--- config.mk ---
export PLATFORM = sky130hd
export DESIGN_NAME = tot_hit_fifo_flat
export DESIGN_NICKNAME = d
export VERILOG_FILES = /design/src/rtl/tot_hit_fifo_if.sv /design/src/rtl/tot_hit_fifo.sv /design/src/flat_wrapper.sv
export SDC_FILE = /design/constraint.sdc
export NUM_CORES = 1
export LEC_CHECK = 0
export ABC_AREA = 1
export CAP_MARGIN = 10
export CORE_MARGIN = 1.5
export CORE_UTILIZATION = 35
export CTS_CLUSTER_SIZE = 24
export DETAILED_ROUTE_END_ITERATION = 16
export RECOVER_POWER = 100
export SLEW_MARGIN = 20
export SYNTH_ARGS = -nofsm -noshare
export SYNTH_HDL_FRONTEND = slang
export SYNTH_SLANG_ARGS = --single-unit
--- constraint.sdc ---
create_clock -name clk -period 5.62 [get_ports clk]
set_clock_uncertainty 0.2 [all_clocks]
set_input_delay 1.124 -clock clk [delete_from_list [all_inputs] [get_ports clk]]
set_output_delay 1.124 -clock clk [all_outputs]
set_load 0.03 [all_outputs]
--- src/rtl/tot_hit_fifo_if.sv ---
// Readout stream between the TOT hit FIFO and the serializer/DAQ.
// The FIFO side uses the master modport, the consumer uses slave.
interface tot_hit_fifo_if;
    logic        rdValid;
    logic        rdReady;
    logic [15:0] rdData;

    modport master (
        output rdValid,
        output rdData,
        input  rdReady
    );

    modport slave (
        input  rdValid,
        input  rdData,
        output rdReady
    );
endinterface

--- src/rtl/tot_hit_fifo.sv ---
// TOT hit FIFO: registers encoded hits, forms the 9-bit TOT code,
// tags each hit with a rolling 6-bit event ID and buffers it in a
// first-word-fall-through FIFO drained over a valid/ready port.
// Optional TOT window filter is compiled in with `define TOT_WINDOW_EN.
module tot_hit_fifo #(
    parameter int DEPTH   = 8,
    parameter int ADDR_W  = $clog2(DEPTH),
    parameter int TOT_MIN = 0,
    parameter int TOT_MAX = 511
) (
    input  logic              clk,
    input  logic              rst_n,
    input  logic              i_hitValid,
    input  logic [2:0]        i_coarsePhase,
    input  logic [5:0]        i_finePhase,
    input  logic              i_errorFlag,
    input  logic              i_dropErrors,
    input  logic              i_clearStats,
    tot_hit_fifo_if.master    o_rd,
    output logic [ADDR_W:0]   o_fifoLevel,
    output logic              o_full,
    output logic [7:0]        o_ovfCnt,
    output logic [7:0]        o_errCnt
`ifdef TOT_WINDOW_EN
    ,
    output logic [7:0]        o_winRejCnt
`endif
);

    // Elaboration-time sanity check of the configuration.
    if (DEPTH < 2 || (1 << ADDR_W) != DEPTH || TOT_MIN > TOT_MAX) begin : g_badCfg
        $error("tot_hit_fifo: DEPTH must be a power of 2 >= 2 with ADDR_W = log2(DEPTH), and TOT_MIN <= TOT_MAX");
    end

    localparam logic [ADDR_W:0] LEVEL_FULL = (ADDR_W+1)'(DEPTH);

    // Saturating statistics counter; a clear wins but keeps a same-edge increment.
    function automatic logic [7:0] satNext(input logic [7:0] cnt,
                                           input logic       inc,
                                           input logic       clr);
        if (clr)
            return {7'd0, inc};
        else if (inc && cnt != 8'hFF)
            return cnt + 8'd1;
        else
            return cnt;
    endfunction

    // Stage-1 register.
    logic              r_stgValid;
    logic [8:0]        r_stgTot;
    logic              r_stgErr;
    logic [5:0]        r_stgEvt;
    logic [5:0]        r_evtId;

    // FIFO storage and bookkeeping.
    logic [15:0]       r_mem [DEPTH];
    logic [ADDR_W-1:0] r_wrPtr;
    logic [ADDR_W-1:0] r_rdPtr;
    logic [ADDR_W:0]   r_level;
    logic [15:0]       r_rdData;

    // Statistics.
    logic [7:0]        r_ovfCnt;
    logic [7:0]        r_errCnt;

    logic              w_rdValid;
    logic              w_full;
    logic              w_pop;
    logic              w_dropErr;
    logic              w_winRej;
    logic              w_keep;
    logic              w_push;
    logic              w_ovfInc;
    logic              w_errInc;
    logic [15:0]       w_stgWord;
    logic [ADDR_W-1:0] w_nextRdPtr;
    logic [ADDR_W:0]   w_levelAfterPop;
    logic              w_bypass;
    logic [15:0]       w_nextHead;

    assign w_rdValid = (r_level != '0);
    assign w_full    = (r_level == LEVEL_FULL);
    assign w_pop     = w_rdValid & o_rd.rdReady;
    assign w_dropErr = i_dropErrors & r_stgErr;

`ifdef TOT_WINDOW_EN
    logic [7:0] r_winRejCnt;

    // Out-of-window words are rejected before they can be counted as overflow.
    assign w_winRej = r_stgValid & ~w_dropErr &
                      ((int'(r_stgTot) < TOT_MIN) | (int'(r_stgTot) > TOT_MAX));
`else
    assign w_winRej = 1'b0;
`endif

    assign w_keep    = r_stgValid & ~w_dropErr & ~w_winRej;
    assign w_push    = w_keep & (~w_full | w_pop);
    assign w_ovfInc  = w_keep & w_full & ~w_pop;
    assign w_errInc  = i_hitValid & i_errorFlag;
    assign w_stgWord = {r_stgErr, r_stgEvt, r_stgTot};

    // Head-of-queue after this edge. When the queue drains to empty on the
    // same edge a word is written, that word becomes the new head directly,
    // which gives the one-cycle write-to-rdValid latency.
    assign w_nextRdPtr     = r_rdPtr + ADDR_W'(w_pop);
    assign w_levelAfterPop = r_level - (ADDR_W+1)'(w_pop);
    assign w_bypass        = w_push & (w_levelAfterPop == '0);
    assign w_nextHead      = w_bypass ? w_stgWord : r_mem[w_nextRdPtr];

    // Capture each hit into the stage register and advance the event ID.
    always_ff @(posedge clk or negedge rst_n) begin
        if (!rst_n) begin
            r_stgValid <= 1'b0;
            r_stgTot   <= '0;
            r_stgErr   <= 1'b0;
            r_stgEvt   <= '0;
            r_evtId    <= '0;
        end else begin
            r_stgValid <= i_hitValid;
            if (i_hitValid) begin
                r_stgTot <= {i_coarsePhase, i_finePhase};
                r_stgErr <= i_errorFlag;
                r_stgEvt <= r_evtId;
                r_evtId  <= r_evtId + 6'd1;
            end
        end
    end

    // FIFO RAM write; contents need no reset since the level gates them.
    always_ff @(posedge clk) begin
        if (w_push)
            r_mem[r_wrPtr] <= w_stgWord;
    end

    // Pointers, occupancy and the registered head word.
    always_ff @(posedge clk or negedge rst_n) begin
        if (!rst_n) begin
            r_wrPtr  <= '0;
            r_rdPtr  <= '0;
            r_level  <= '0;
            r_rdData <= '0;
        end else begin
            if (w_push)
                r_wrPtr <= r_wrPtr + ADDR_W'(1);
            r_rdPtr  <= w_nextRdPtr;
            r_level  <= w_levelAfterPop + (ADDR_W+1)'(w_push);
            r_rdData <= w_nextHead;
        end
    end

    // Overflow and error statistics for slow control.
    always_ff @(posedge clk or negedge rst_n) begin
        if (!rst_n) begin
            r_ovfCnt <= '0;
            r_errCnt <= '0;
        end else begin
            r_ovfCnt <= satNext(r_ovfCnt, w_ovfInc, i_clearStats);
            r_errCnt <= satNext(r_errCnt, w_errInc, i_clearStats);
        end
    end

`ifdef TOT_WINDOW_EN
    // Window reject statistic.
    always_ff @(posedge clk or negedge rst_n) begin
        if (!rst_n)
            r_winRejCnt <= '0;
        else
            r_winRejCnt <= satNext(r_winRejCnt, w_winRej, i_clearStats);
    end

    assign o_winRejCnt = r_winRejCnt;
`endif

    assign o_rd.rdValid = w_rdValid;
    assign o_rd.rdData  = r_rdData;
    assign o_fifoLevel  = r_level;
    assign o_full       = w_full;
    assign o_ovfCnt     = r_ovfCnt;
    assign o_errCnt     = r_errCnt;

endmodule

--- src/flat_wrapper.sv ---
// flat-port wrapper written by rule: the top's interface ports become plain ports
module tot_hit_fifo_flat 
#(
    parameter int DEPTH   = 8,
    parameter int ADDR_W  = $clog2(DEPTH),
    parameter int TOT_MIN = 0,
    parameter int TOT_MAX = 511
)
  (clk, rst_n, i_hitValid, i_coarsePhase, i_finePhase, i_errorFlag, i_dropErrors, i_clearStats, o_fifoLevel, o_full, o_ovfCnt, o_errCnt, o_rd_rdValid, o_rd_rdData, o_rd_rdReady);
  tot_hit_fifo_if o_rd_i ();
  input  logic clk;
  input  logic rst_n;
  input  logic i_hitValid;
  input  logic [2:0] i_coarsePhase;
  input  logic [5:0] i_finePhase;
  input  logic i_errorFlag;
  input  logic i_dropErrors;
  input  logic i_clearStats;
  output logic [ADDR_W:0] o_fifoLevel;
  output logic o_full;
  output logic [7:0] o_ovfCnt;
  output logic [7:0] o_errCnt;
  output wire logic [$bits(o_rd_i.rdValid)-1:0] o_rd_rdValid;
  output wire logic [$bits(o_rd_i.rdData)-1:0] o_rd_rdData;
  input wire logic [$bits(o_rd_i.rdReady)-1:0] o_rd_rdReady;
  assign o_rd_rdValid = o_rd_i.rdValid;
  assign o_rd_rdData = o_rd_i.rdData;
  assign o_rd_i.rdReady = o_rd_rdReady;
  tot_hit_fifo #(.DEPTH(DEPTH), .ADDR_W(ADDR_W), .TOT_MIN(TOT_MIN), .TOT_MAX(TOT_MAX)) u_core (.clk(clk), .rst_n(rst_n), .i_hitValid(i_hitValid), .i_coarsePhase(i_coarsePhase), .i_finePhase(i_finePhase), .i_errorFlag(i_errorFlag), .i_dropErrors(i_dropErrors), .i_clearStats(i_clearStats), .o_rd(o_rd_i), .o_fifoLevel(o_fifoLevel), .o_full(o_full), .o_ovfCnt(o_ovfCnt), .o_errCnt(o_errCnt));
endmodule
Word level (Yosys, flattened, before mapping)
Memories as Yosys holds them, arrays and structs flattened. Cells that the tools add are included.

Bits of input ports: 16. Bits in registers: 65. Logic and storage cells: 47. Output and inout bits: 38. Memories kept: 1. Memory bits (writable): 128.

Add/subtract/negate cells: 7. Bitwise logic cells: 12. Muxes and demuxes: 7. Eq/ne operators: 3. Reductions and logical operators: 6.

Memory list: u_core.r_mem (depth 8, bits a word 16, rd ports 1, clocked after Yosys merged registers in 0, wr ports 1, RTL line tot_hit_fifo.sv:57) `logic [15:0] r_mem [DEPTH];`.

Operator list (number): 8-bit two-way mux (4); 8-bit by 1-bit adder with 8-bit output, second input constant (2); 16-bit two-way mux (1); 8-bit inequality test, second input constant (2); 1-bit AND (8); 6-bit by 1-bit adder with 6-bit output, second input constant (1); 4-bit by 1-bit adder with 4-bit output (1); 4-bit equality test, second input constant (1); 4-bit logical NOT (1); 2-bit nonzero test (2); 4-bit nonzero test (1); 4-bit by 1-bit subtractor with 4-bit output (1); 3-bit by 1-bit adder with 3-bit output (1); 3-bit by 1-bit adder with 3-bit output, second input constant (1); 1-bit NOT (3); 1-bit logical AND (2); 1-bit two-way mux (2); 1-bit OR (1).

Logic depth before layout (Yosys ltp)
Depth in word-level cells: 8. Gate-level depth with buffers: 13.

Worst setup path after synthesis
OpenSTA, ideal clock, no wires.

Path kind: input -> register. From: input i_dropErrors. To: memory u_core.r_mem[1][0] (enable). Path slack: 2.663 ns. Stages: 8. Library setup time: 0.388 ns. Buffers on the path: 1. Arrival: 2.368 ns. Cell sequence: nand2_1 -> nand2_1 -> inv_1 -> nand2_2 -> inv_2 -> buf_8 -> nand2_1 -> nor2_1.

Cells in the longest elaborated chain, start to end: 6.

RTL lines: from (decl) (RTL line flat_wrapper.sv:17) `input logic i_dropErrors;`; 1-bit AND (RTL line tot_hit_fifo.sv:85) `assign w_dropErr = i_dropErrors & r_stgErr;`; 1-bit NOT (RTL line tot_hit_fifo.sv:97) `assign w_keep = r_stgValid & ~w_dropErr & ~w_winRej;`; 1-bit AND (RTL line tot_hit_fifo.sv:97); 1-bit AND (RTL line tot_hit_fifo.sv:98) `assign w_push = w_keep & (~w_full | w_pop);`; 1-bit two-way mux (RTL line tot_hit_fifo.sv:132) `if (w_push)`; 1-bit two-way mux (not written as such) (RTL line tot_hit_fifo.sv:133) `r_mem[r_wrPtr] <= w_stgWord;`; to (decl) (RTL line tot_hit_fifo.sv:57).

Every way passes these cells.

Worst setup path after layout
From: input o_rd_rdReady. To: register u_core.r_rdData[8], in the netlist u_core.o_rd.rdData[8].

Elaborated cells on any way between the ends: 9.

RTL lines: from (decl) (RTL line flat_wrapper.sv:25) `input wire logic [$bits(o_rd_i.rdReady)-1:0] o_rd_rdReady;`; 1-bit AND (RTL line tot_hit_fifo.sv:84) `assign w_pop = w_rdValid & o_rd.rdReady;`; 3-bit by 1-bit adder with 3-bit output (RTL line tot_hit_fifo.sv:106) `assign w_nextRdPtr = r_rdPtr + ADDR_W'(w_pop);`; named net u_core.w_nextRdPtr[1] (RTL line tot_hit_fifo.sv:77) `logic [ADDR_W-1:0] w_nextRdPtr;`; memory 8 x 16 bit; 16-bit two-way mux (RTL line tot_hit_fifo.sv:109) `assign w_nextHead = w_bypass ? w_stgWord : r_mem[w_nextRdPtr];`; named net u_core.w_nextHead[8] (RTL line tot_hit_fifo.sv:80) `logic [15:0] w_nextHead;`; to (signal assigned) (RTL line tot_hit_fifo.sv:148) `r_rdData <= w_nextHead;`; to (decl) (RTL line tot_hit_fifo.sv:61) `logic [15:0] r_rdData;`.

The timed path passes the listed nets, and every way through them passes these cells. A chain may end at the register's enable or synchronous reset.

==> flow_summary.json <==
{
  "power.density_nw_per_um2": 526,
  "syn_to_final_growth_pct": 16.4,
  "nNetsFinal": 1020,
  "slowest_stage": "clkbuf_1",
  "cts_resized": 0,
  "seq_area_um2": 5470,
  "period_minus_slack_ps": 4260,
  "clockBufferDepth": 2,
  "cp_num_cells": 12,
  "cp-startpoint": "o_rd_rdReady",
  "cts_buffers": 17,
  "rsz0062_at_grt": "false",
  "multi_input_area_um2": 2470,
  "via_per_inst": 4.57,
  "r2r_start": "u_core.o_fifoLevel[1]",
  "grt_pass1_wl_um": 31600,
  "wl_met1_um": 9190,
  "seq_area_frac_synth_pct": 62.6,
  "critPathCaptureType": "register",
  "setup_viol": 0,
  "via_count": 6077,
  "htreeDepth": 4,
  "min-delay-start": "u_core.r_evtId[5]",
  "relSlewSlack_pct": -32.9,
  "drt_wl_total_um": 19700,
  "wire_per_inst_um": 14.8,
  "insertedDiodeCount": 0,
  "die_area_um2": 25900,
  "period_share_pct": 75.8,
  "syn_nets": 968,
  "track_usage_pct": 15.9,
  "power_leakage_nw": 4.85,
  "max_clock_freq_mhz": 235,
  "drive_gt1_share_pct": 5.86,
  "hold_viol_final": 0,
  "die_y_um": 161,
  "ctsHoldBuffers": 0,
  "grt_overflow": 0,
  "hpwl_um": 11300,
  "postSynthRegisterBits": 193,
  "first_pass_iters": 4,
  "rr_worst_depth": 11,
  "insertion_delay_ps": 430,
  "worst_path_most_repeated_cell": "nand2_1",
  "finalSetupTns_ps": 0,
  "worstPathArrival_ps": 4420,
  "path_class": "in -> reg",
  "met2_length_um": 9320,
  "crit_chain": "dlygate4sd3_1 > inv_1 > a31oi_1 > ha_1 > ha_1 > clkbuf_1 > nand3_1 > nand2_1 > nand2_1 > nand2_2 > nand2_1 > nand2_1",
  "critPathRequiredTime_ps": 5780,
  "final_common_cell": "nand2_1",
  "hold-path-cell-count": 1,
  "wl_met3_um": 910,
  "slowest_delay_ps": 1430,
  "layout.cells.non_filler": 1331,
  "postRouteAntennaNets": 0,
  "antenna_found_initial": 0,
  "hold_path_class": "reg -> reg",
  "ir_worst_vdd_mv": 0.435,
  "fill_cells": 2400,
  "dp.cells": 1299,
  "dr.max_layer_used": "met4",
  "cap_viol_max_count": 1,
  "num_rows": 57,
  "layout_common_cells": "361 x nand2_1, 162 x inv_1, 128 x edfxtp_1, 102 x nand3_1, 65 x dfrtp_1",
  "cts_root_buf": "clkbuf_16",
  "final_cell_area_um2": 10200,
  "pin_count": 54,
  "drc": 0,
  "dpl_cell_area_um2": 9590,
  "post-route-util_pct": 41.7,
  "cp-start-kind": "primary input",
  "core-area_um2": 24400,
  "cts_tree": "yes",
  "clock_sinks": 193,
  "final_max_slew_viol_count": 34,
  "synth.distinct_cells": 31,
  "clk_pin_slew_worst_paths_ps": 70,
  "worst_slew_pin_slew_ps": 1990,
  "post_cts_buffers": 0,
  "place_congestion": 0.806,
  "yosys_warnings": 0,
  "critPathMaxFanout": 33,
  "grt_max_degree": 66,
  "cp_top_family": "buffers and inverters",
  "avgSynthCellArea_um2": 9.27,
  "violations": "max-capacitance violations, max-slew violations",
  "syn_area_um2": 8730,
  "port_buffers": 53,
  "grt_pass1_vias": 5783,
  "dr.first_iter.drc_count": 381,
  "synth_cells": 942,
  "whs_ps": 274,
  "initial_core_util_pct": 35.8,
  "die_x_um": 161,
  "outcome": "complete, but fails checks",
  "path_buf_inv": 3
}
==> cell type report <==
class | instances | area share [%]
Clock inverter | 13 | 1.58
Clock buffer | 19 | 4.46
Sequential cell | 193 | 53.8
Tap cell | 324 | 3.99
Inverter | 165 | 6.11
Timing Repair Buffer | 64 | 5.75
Multi-Input combinational cell | 553 | 24.3
==> cells by family (layout without fill, tap and decap cells) <==
logic type	after synthesis	after routing	share of synthesized area [%]
AND/OR/NAND/NOR	526	526	25.4
buffers and inverters	196	261	8.95
flip-flops	193	193	62.6
adder cells (fa/ha/maj)	10	10	1.43
XOR/XNOR	10	10	1.17
AO/OA/AOI/OAI	7	7	0.458
==> flip-flops by register name (all words and copies together), names as in the netlist <==
signal,flops
u_core.o_errCnt,8
u_core.r_rdPtr,3
u_core.r_evtId,6
u_core.r_stgTot,9
u_core.r_stgEvt,6
u_core.r_stgErr,1
u_core.o_fifoLevel,4
u_core.r_mem,128
u_core.o_rd.rdData,16
u_core.o_ovfCnt,8
u_core.r_wrPtr,3
u_core.r_stgValid,1
==> through the flow <==
stage / power (mW) / setup slack (ps)
6_report: 5.34 / 1360
5_1_grt: 5.71 / 1110
4_1_cts: 5.44 / 2020
3_5_place_dp: 4.18 / 1590
3_3_place_gp: 4.17 / 1570
2_1_floorplan: 3.52 / 2660
==> cell usage after synthesis (all sizes together) <==
library cell,count,area [um^2]
nand3,102,510
a31oi,1,6.26
nor3b,1,7.51
a21oi,2,13.8
or2,3,18.8
o21ai,4,20.0
clkbuf,11,41.3
xor2,5,43.8
buf,20,121
nand2,375,1460
nand4,10,62.6
inv,165,619
nor2,32,141
nor3,2,10.0
xnor2,5,58.8
edfxtp,128,3840
dfrtp,65,1630
nor4,1,6.26
ha,10,125
==> metal layers <==
metal	vias up	track usage, %
met1	2883	21.3
li1	3038	-
met4	0	4.34
met5	-	0
met3	17	3.34
met2	139	26.2
==> report_power, final <==
part	internal [mW]	leakage, nW	switching (mW)	total [mW]
Combinational	0.659	2.57	1.43	2.09
Clock	0.724	0.294	0.525	1.25
Sequential	1.83	1.99	0.169	2.00
==> final timing paths <==
check	endpoint	slack, ps
max	u_core.o_rd.rdData[8]	1360
min	u_core.r_evtId[5]	270
max reg2reg	u_core.o_rd.rdData[8]	1990
min reg2reg	u_core.r_evtId[5]	270
max in group asynchronous	u_core.o_rd.rdData[3]	3980
min in group asynchronous	u_core.o_ovfCnt[7]	620
(Power assumes the default switching activity.)
